--- src/rtl/yarith_arbiter.sv ---
// Round-robin scheduler sharing one external add/subtract unit among N requesters.
// Optional `define YARITH_ARB_OVF_EN adds a registered signed-overflow flag (rsp_ovf).
module yarith_arbiter #(
  parameter int N   = 4,
  parameter int W   = 32,
  parameter int IDW = 2
) (
  input  logic           clk,
  input  logic           rst_n,
  input  logic [N-1:0]   req,
  input  logic [N*W-1:0] req_a,
  input  logic [N*W-1:0] req_b,
  input  logic [N-1:0]   req_ctrl,
  output logic [N-1:0]   gnt,
  output logic [W-1:0]   alu_a,
  output logic [W-1:0]   alu_b,
  output logic           alu_ctrl,
  input  logic [W-1:0]   alu_z,
  input  logic           alu_cout,
  output logic           rsp_valid,
  input  logic           rsp_ready,
  output logic [IDW-1:0] rsp_id,
  output logic [W-1:0]   rsp_z,
  output logic           rsp_cout
`ifdef YARITH_ARB_OVF_EN
  ,
  output logic           rsp_ovf
`endif
);

  localparam logic [1:0] IDLE = 2'd0;
  localparam logic [1:0] EXEC = 2'd1;
  localparam logic [1:0] RESP = 2'd2;

  logic [1:0]     state_reg;
  logic [IDW-1:0] ptr_reg;
  logic [IDW-1:0] id_reg;

  logic [W-1:0]   op_a [N];
  logic [W-1:0]   op_b [N];

  logic           window;
  logic           gnt_any;
  logic [IDW-1:0] gnt_idx;
  logic [IDW-1:0] ptr_next;

  for (genvar gi = 0; gi < N; gi++) begin : g_unpack
    assign op_a[gi] = req_a[gi*W +: W];
    assign op_b[gi] = req_b[gi*W +: W];
  end

  // A new grant may overlap the cycle in which the held response is consumed.
  assign window = (state_reg == IDLE) || ((state_reg == RESP) && rsp_ready);

  always_comb begin
    int unsigned idx;
    logic [IDW-1:0] sel;
    gnt     = '0;
    gnt_any = 1'b0;
    gnt_idx = '0;
    idx     = 0;
    sel     = '0;
    if (rst_n && window) begin
      for (int k = 0; k < N; k++) begin
        idx = int'(ptr_reg) + k;
        if (idx >= N) idx = idx - N;
        sel = IDW'(idx);
        if (!gnt_any && req[sel]) begin
          gnt[sel] = 1'b1;
          gnt_any  = 1'b1;
          gnt_idx  = sel;
        end
      end
    end
  end

  assign ptr_next  = (int'(gnt_idx) == N - 1) ? '0 : gnt_idx + 1'b1;
  assign rsp_valid = (state_reg == RESP);

`ifdef YARITH_ARB_OVF_EN
  logic ovf_next;
  assign ovf_next = (alu_ctrl ? (alu_a[W-1] != alu_b[W-1]) : (alu_a[W-1] == alu_b[W-1]))
                    && (alu_z[W-1] != alu_a[W-1]);
`endif

  always_ff @(posedge clk) begin
    if (!rst_n) begin
      state_reg <= IDLE;
      ptr_reg   <= '0;
      id_reg    <= '0;
      alu_a     <= '0;
      alu_b     <= '0;
      alu_ctrl  <= 1'b0;
      rsp_id    <= '0;
      rsp_z     <= '0;
      rsp_cout  <= 1'b0;
`ifdef YARITH_ARB_OVF_EN
      rsp_ovf   <= 1'b0;
`endif
    end else if (gnt_any) begin
      alu_a     <= op_a[gnt_idx];
      alu_b     <= op_b[gnt_idx];
      alu_ctrl  <= req_ctrl[gnt_idx];
      id_reg    <= gnt_idx;
      ptr_reg   <= ptr_next;
      state_reg <= EXEC;
    end else if (state_reg == EXEC) begin
      rsp_z     <= alu_z;
      rsp_cout  <= alu_cout;
      rsp_id    <= id_reg;
`ifdef YARITH_ARB_OVF_EN
      rsp_ovf   <= ovf_next;
`endif
      state_reg <= RESP;
    end else if (state_reg == RESP) begin
      if (rsp_ready) state_reg <= IDLE;
    end else begin
      state_reg <= IDLE;
    end
  end

endmodule

--- config.mk ---
export PLATFORM = sky130hd
export DESIGN_NAME = yarith_arbiter
export DESIGN_NICKNAME = d
export VERILOG_FILES = /design/src/rtl/yarith_arbiter.sv
export SDC_FILE = /design/constraint.sdc
export NUM_CORES = 1
export LEC_CHECK = 0
export ABC_AREA = 0
export CORE_AREA = 5 5 154 156
export DETAILED_ROUTE_END_ITERATION = 8
export DIE_AREA = 0 0 159 161
export SYNTH_ARGS = -nofsm -noshare
export SYNTH_HDL_FRONTEND = slang
export SYNTH_SLANG_ARGS = --single-unit
--- constraint.sdc ---
create_clock -name clk -period 3.6 [get_ports clk]
set_input_delay 0.72 -clock clk [delete_from_list [all_inputs] [get_ports clk]]
set_output_delay 0.72 -clock clk [all_outputs]
set_load 0.1 [all_outputs]
# Yosys cells after proc, flatten, opt, wreduce, memory -nomap -nowiden
# Cells that the tools add are included.
totals:
  regBits: 106
  inputBits: 300
  output_inout_bits: 105
op_classes:
  add_sub_neg: 8
  magnitude_cmp: 14
  eq_ne: 5
  muxes: 58
  n_bitwise: 6
  n_reduce_logical: 16
op_table:
  columns: ["operator", "n"]
  rows:
  - ["32-bit binary-select mux with 2-bit select", 2]
  - ["32-bit two-way mux", 4]
  - ["2-bit two-way mux", 17]
  - ["4-bit two-way mux", 8]
  - ["1-bit two-way mux", 18]
  - ["2-bit by 3-bit less-than comparator with 1-bit output, second input constant", 5]
  - ["3-bit greater-or-equal comparator, second input constant", 4]
  - ["4-bit OR", 3]
  - ["1-bit binary-select mux with 2-bit select", 5]
  - ["1-bit logical AND", 9]
  - ["1-bit demux with 2-bit select", 4]
  - ["2-bit by 1-bit greater-or-equal comparator with 1-bit output, second input constant", 4]
  - ["2-bit by 1-bit subtractor with 2-bit output, second input constant", 4]
  - ["2-bit by 2-bit adder with 3-bit output, second input constant", 2]
  - ["2-bit by 1-bit == test with 1-bit output, second input constant", 2]
  - ["4-bit by 1-bit inequality test with 1-bit output, second input constant", 1]
  - ["2-bit by 1-bit adder with 3-bit output, second input constant", 1]
  - ["2-bit by 3-bit greater-or-equal comparator with 1-bit output, second input constant", 1]
  - ["1-bit logical NOT", 3]
  - ["3-bit by 1-bit inequality test with 1-bit output, second input constant", 1]
  - ["2-bit inverter with 3-bit output", 1]
  - ["2-bit by 1-bit adder with 2-bit output, second input constant", 1]
  - ["2-bit == test, second input constant", 1]
  - ["2-bit logical NOT", 1]
  - ["other kinds (4)", 5]

# Longest topological paths before layout
depth:
  ltp_word: 25
  ltp_mapped: 13
  mapped_depth_nobuf: 8

# Worst setup path after synthesis
# Ideal clock, no wire load.
synth_timing:
  path_kind: "flip-flop to output port"
  startpoint: "reg ptr_reg[0]"
  endpoint: "out gnt[0]"
  arrival_ps: 3417
  t_required_ps: 2880
  slack_ps: -537
  path_stages_with_launch: 11
  cell_sequence: "dfxtp_1 > buf_4 > inv_1 > ha_1 > clkbuf_1 > mux4_2 > nor2b_4 > a22oi_1 > nor2_1 > a221oi_1 > nor2_1"
synth_via:
  elab_chain_len: 19
synth_lines:
  columns: ["element", "line", "source"]
  rows:
  - ["start: declaration", "36", "logic [IDW-1:0] ptr_reg;"]
  - ["start signal: assignment", "105", "ptr_reg <= ptr_next;"]
  - ["branches (longest 17 deep; another with 2-bit by 1-bit adder with 3-bit output)", null, null]
  - ["4-bit two-way mux *", "68", "if (!gnt_any && req[sel]) begin"]
  - ["4-bit two-way mux *", "63", "if (rst_n && window) begin"]
  - ["end: declaration", "14", "output logic [N-1:0] gnt,"]
# Mark *: on every way between the ends. The select of a mux whose other input is x is not followed.

# Final worst setup path
layout_timing:
  startpoint: "in req[2]"
  endpoint: "out gnt[3]"
layout_via:
  elab_chain_len: 16
layout_lines:
  columns: ["element", "line", "source"]
  rows:
  - ["start: declaration", "10", "input logic [N-1:0] req,"]
  - ["1-bit binary-select mux with 2-bit select", "68", null]
  - ["1-bit two-way mux (not written as such)", "68", null]
  - ["1-bit two-way mux", "68", null]
  - ["1-bit two-way mux", "63", null]
  - ["1-bit logical NOT", "68", null]
  - ["1-bit logical AND", "68", null]
  - ["1-bit two-way mux", "68", null]
  - ["1-bit two-way mux", "63", null]
  - ["1-bit logical NOT", "68", null]
  - ["1-bit logical AND", "68", null]
  - ["1-bit two-way mux", "68", null]
  - ["1-bit two-way mux", "63", null]
  - ["1-bit logical NOT", "68", null]
  - ["1-bit logical AND", "68", null]
  - ["4-bit two-way mux *", "68", null]
  - ["4-bit two-way mux *", "63", null]
# Mark *: on every way between the ends. The rest lies on a longest branch, timed or not. The select of a mux whose other input is x is not followed.

==> results by group <==
Clocking
  • CTS Buffer Depth: 2
  • Clock slew at reported path FFs: approximately 80 ps
  • Worst-Skew Late Latency: roughly 350 ps
  • Root Driver: clkbuf_16
  • Clock sinks: between 100 and 150
  • CTS tree: yes
  • Htree depth: 3
  • Clock buffer count from CTS: 9

Cells and area
  • Fraction of layout instances using a drive strength above 1: 7.590%
  • Multi-input logic area: 3406 sq um
  • Final Cell Area: between 10,000 and 15,000 sq um
  • Final core utilization: between 40% and 50%
  • Final Net Count: ~1,400
  • Area Growth Syn to Fin: 80.35%
  • Filler instances: between 2,000 and 2,500
  • Register area: approximately 2100 sq um
  • Largest registers: alu_a x32, alu_b x32, rsp_z x32
  • Highest-count cells in the layout ignoring fill and taps: clkdlybuf4s50_1 (387), nand2_1 (143), dfxtp_1 (106), mux2i_1 (79), o221ai_1 (65)
  • Non-Filler Instances: around 1,300
  • # diodes: 0
  • Most common cell after layout, fill and taps aside: clkdlybuf4s50_1

STA
  • Min cycle time layout: roughly 3400 ps
  • Final setup TNS: 0 ps
  • Fmax: between 0.2 and 0.3 GHz
  • Slew headroom: around 30%
  • Final Setup Violations: 0
  • RSZ-0062 raised after global routing: no
  • Worst hold margin: between 400 and 500 ps
  • Setup ws final: 180.8 ps
  • Final Max Slew Viols: 0
  • Least-Margin Pin Slew: between 1000 and 1500 ps
  • Worst clock skew: between 8 and 9 ps
  • Period utilisation layout: a little over nine tenths
  • Final Hold Vio Count: 0

Synthesis
  • Post-synthesis register bit count: ~110
  • Top post-synthesis cells by area: dfxtp_1 (36%), mux2i_1 (14%), o221ai_1 (9.7%), nand2_1 (9.2%), a31oi_1 (5.8%)
  • Ys flop type: dfxtp_1
  • Asr flop ratio synth: 0%
  • Yosys cell types: 39
  • Post-synth EDFFs: 0
  • Sequential area share after synthesis: roughly 36%
  • Syn. warnings: 0
  • Synth Area per Inst: 8.675 sq um
  • Synth top area share: between 30 and 40%
  • Cell taking the most area after synthesis: dfxtp_1
  • Synth Instances: about 670
  • Synthesized area: approximately 5800 sq um
  • Synth Net Count: 982

Power
  • Power Total: roughly 5.5 mW
  • Leak: 4.337 nW
  • Pwr dens: approximately 520 nW/um^2
  • Maximum vdd drop: around 0.26 mV

Critical path
  • Crit path kind: input port to output port
  • Ordered cell list for the critical path: clkdlybuf4s50_1, mux4_2, a22oi_1, nor2_1, a221oi_1, buf_4, nor2_4, buf_12
  • Crit path max-delay family: buffers and inverters
  • CP Capture Type: output port
  • Slowest cell on crit path: mux4_2
  • Max incr delay on CP: just under 600 ps
  • Critical path peak fanout: 6
  • Worst EP arrival: between 2000 and 3000 ps
  • Required @ worst endpoint: roughly 2900 ps
  • CP bufs+invs: 3
  • Crit path launch type: input port

Route
  • DR DRC count: 0
  • Iteration-0 DRC Markers: approximately 320
  • Vias/cell: approximately 5
  • Final wirelength: approximately 27,000 microns
  • Antenna Nets Post-Route: 0
  • First-pass iteration count of the detailed router: 6
  • Drt wl/cell: 20.39 microns
  • Vias: 6,717

Placement
  • Quantity of I/O buffers inserted on ports: 404
  • Dpl ws: 97.50 ps
  • Final Wtd Congestion: approximately 0.83
  • Placed inst area: between 10,000 and 15,000 sq um
  • HPWL Detailed: 20,550 microns
  • Placed cell count: 1,322

GRT
  • Total track usage: about a fifth
  • Met3 usage: ~5.4%
  • Global-route wire length before repair: just over 40,000 microns
  • M2 GR Usage: between 30% and 40%
  • Global routing's busiest layer: met2
  • Initial antenna violation count: 0
  • Congestion Overflow GR: 0
  • Vias in the first global route: about 7,000
  • Largest net degree at the start of global routing: 54
  • Met1 usage: between 20% and 30%

Outcome
  • Outcome: finished, final reports clean

Die
  • Core area: 22,230 sq um
  • Initial Util: between 20% and 30%
  • Die ar.: ~26,000 sq um
  • IO Count: between 400 and 500
  • Std-Cell Rows: 55
  • Vert. Die Dim: 161 microns
  • Die outline width: 159 microns

Job
  • Max-cap violation count: 0

Min path
  • Hold WC Path Type: flip-flop to flip-flop
## synth_stat cells, types with 8 or more instances
master    count
ha_1          8
a21boi_0     36
a31oi_1      54
dfxtp_1     106
and3_1       53
clkbuf_1     44
nand2_1     144
o221ai_1     65
buf_2        15
mux2i_1      79
nor2_1       12
## where the power goes
group          total, mW  internal [mW]  switching [mW]
clock               1.02          0.491           0.527
combinational       3.04          0.992            2.05
sequential          1.45           1.35          0.0968
## routing by layer
layer | part of all wire, % | vias up
met5 | 0 | -
met2 | 49 | 297
li1 | - | 3250
met1 | 41 | 3136
met4 | 2.4 | 0
met3 | 7.5 | 34
## cell families after synthesis
group	count (synthesis)	synth area share [%]
DFF	106	36.29
and+or+nand+nor	226	17.80
adders and majority gates	8	1.712
muxes	82	14.68
buffers and inverters	74	6.398
AOI/OAI and AO/OA	178	23.11
## what timing repair did
| action | in CTS | in global routing |
|---|---|---|
| endpoints found under the setup margin | 0 | 3 |
| hold buffers | 0 | 0 |
| gates resized for setup | 0 | 1 |
| setup buffers | 0 | 1 |
| hold endpoints to repair | 0 | 0 |
## worst paths after layout
check / from / endpoint / slack [ps] / depth (start not counted)
worst max-delay path: req[2] / gnt[3] / 180 / 8
worst min-delay path: id_reg[1] / id_reg[1] / 450 / 2
worst max register to register: ptr_reg[1] / alu_b[24] / 800 / 9
worst min register to register: id_reg[1] / id_reg[1] / 450 / 2
## worst min-delay path, delay by kind of cell, from the launching register on
kind | cells | cell delay [ps]
flip-flops | 1 | 320
AND/OR/NAND/NOR | 2 | 90
## area by class of cell
cell class | instances | share of cell area (%)
Timing Repair Buffer | 433 | 41.24
Multi-Input combinational cell | 494 | 32.30
Sequential cell | 106 | 20.12
Tap cell | 285 | 3.382
Clock buffer | 9 | 2.136
Clock inverter | 7 | 0.6407
Inverter | 5 | 0.1780
(Power assumes the default switching activity.)
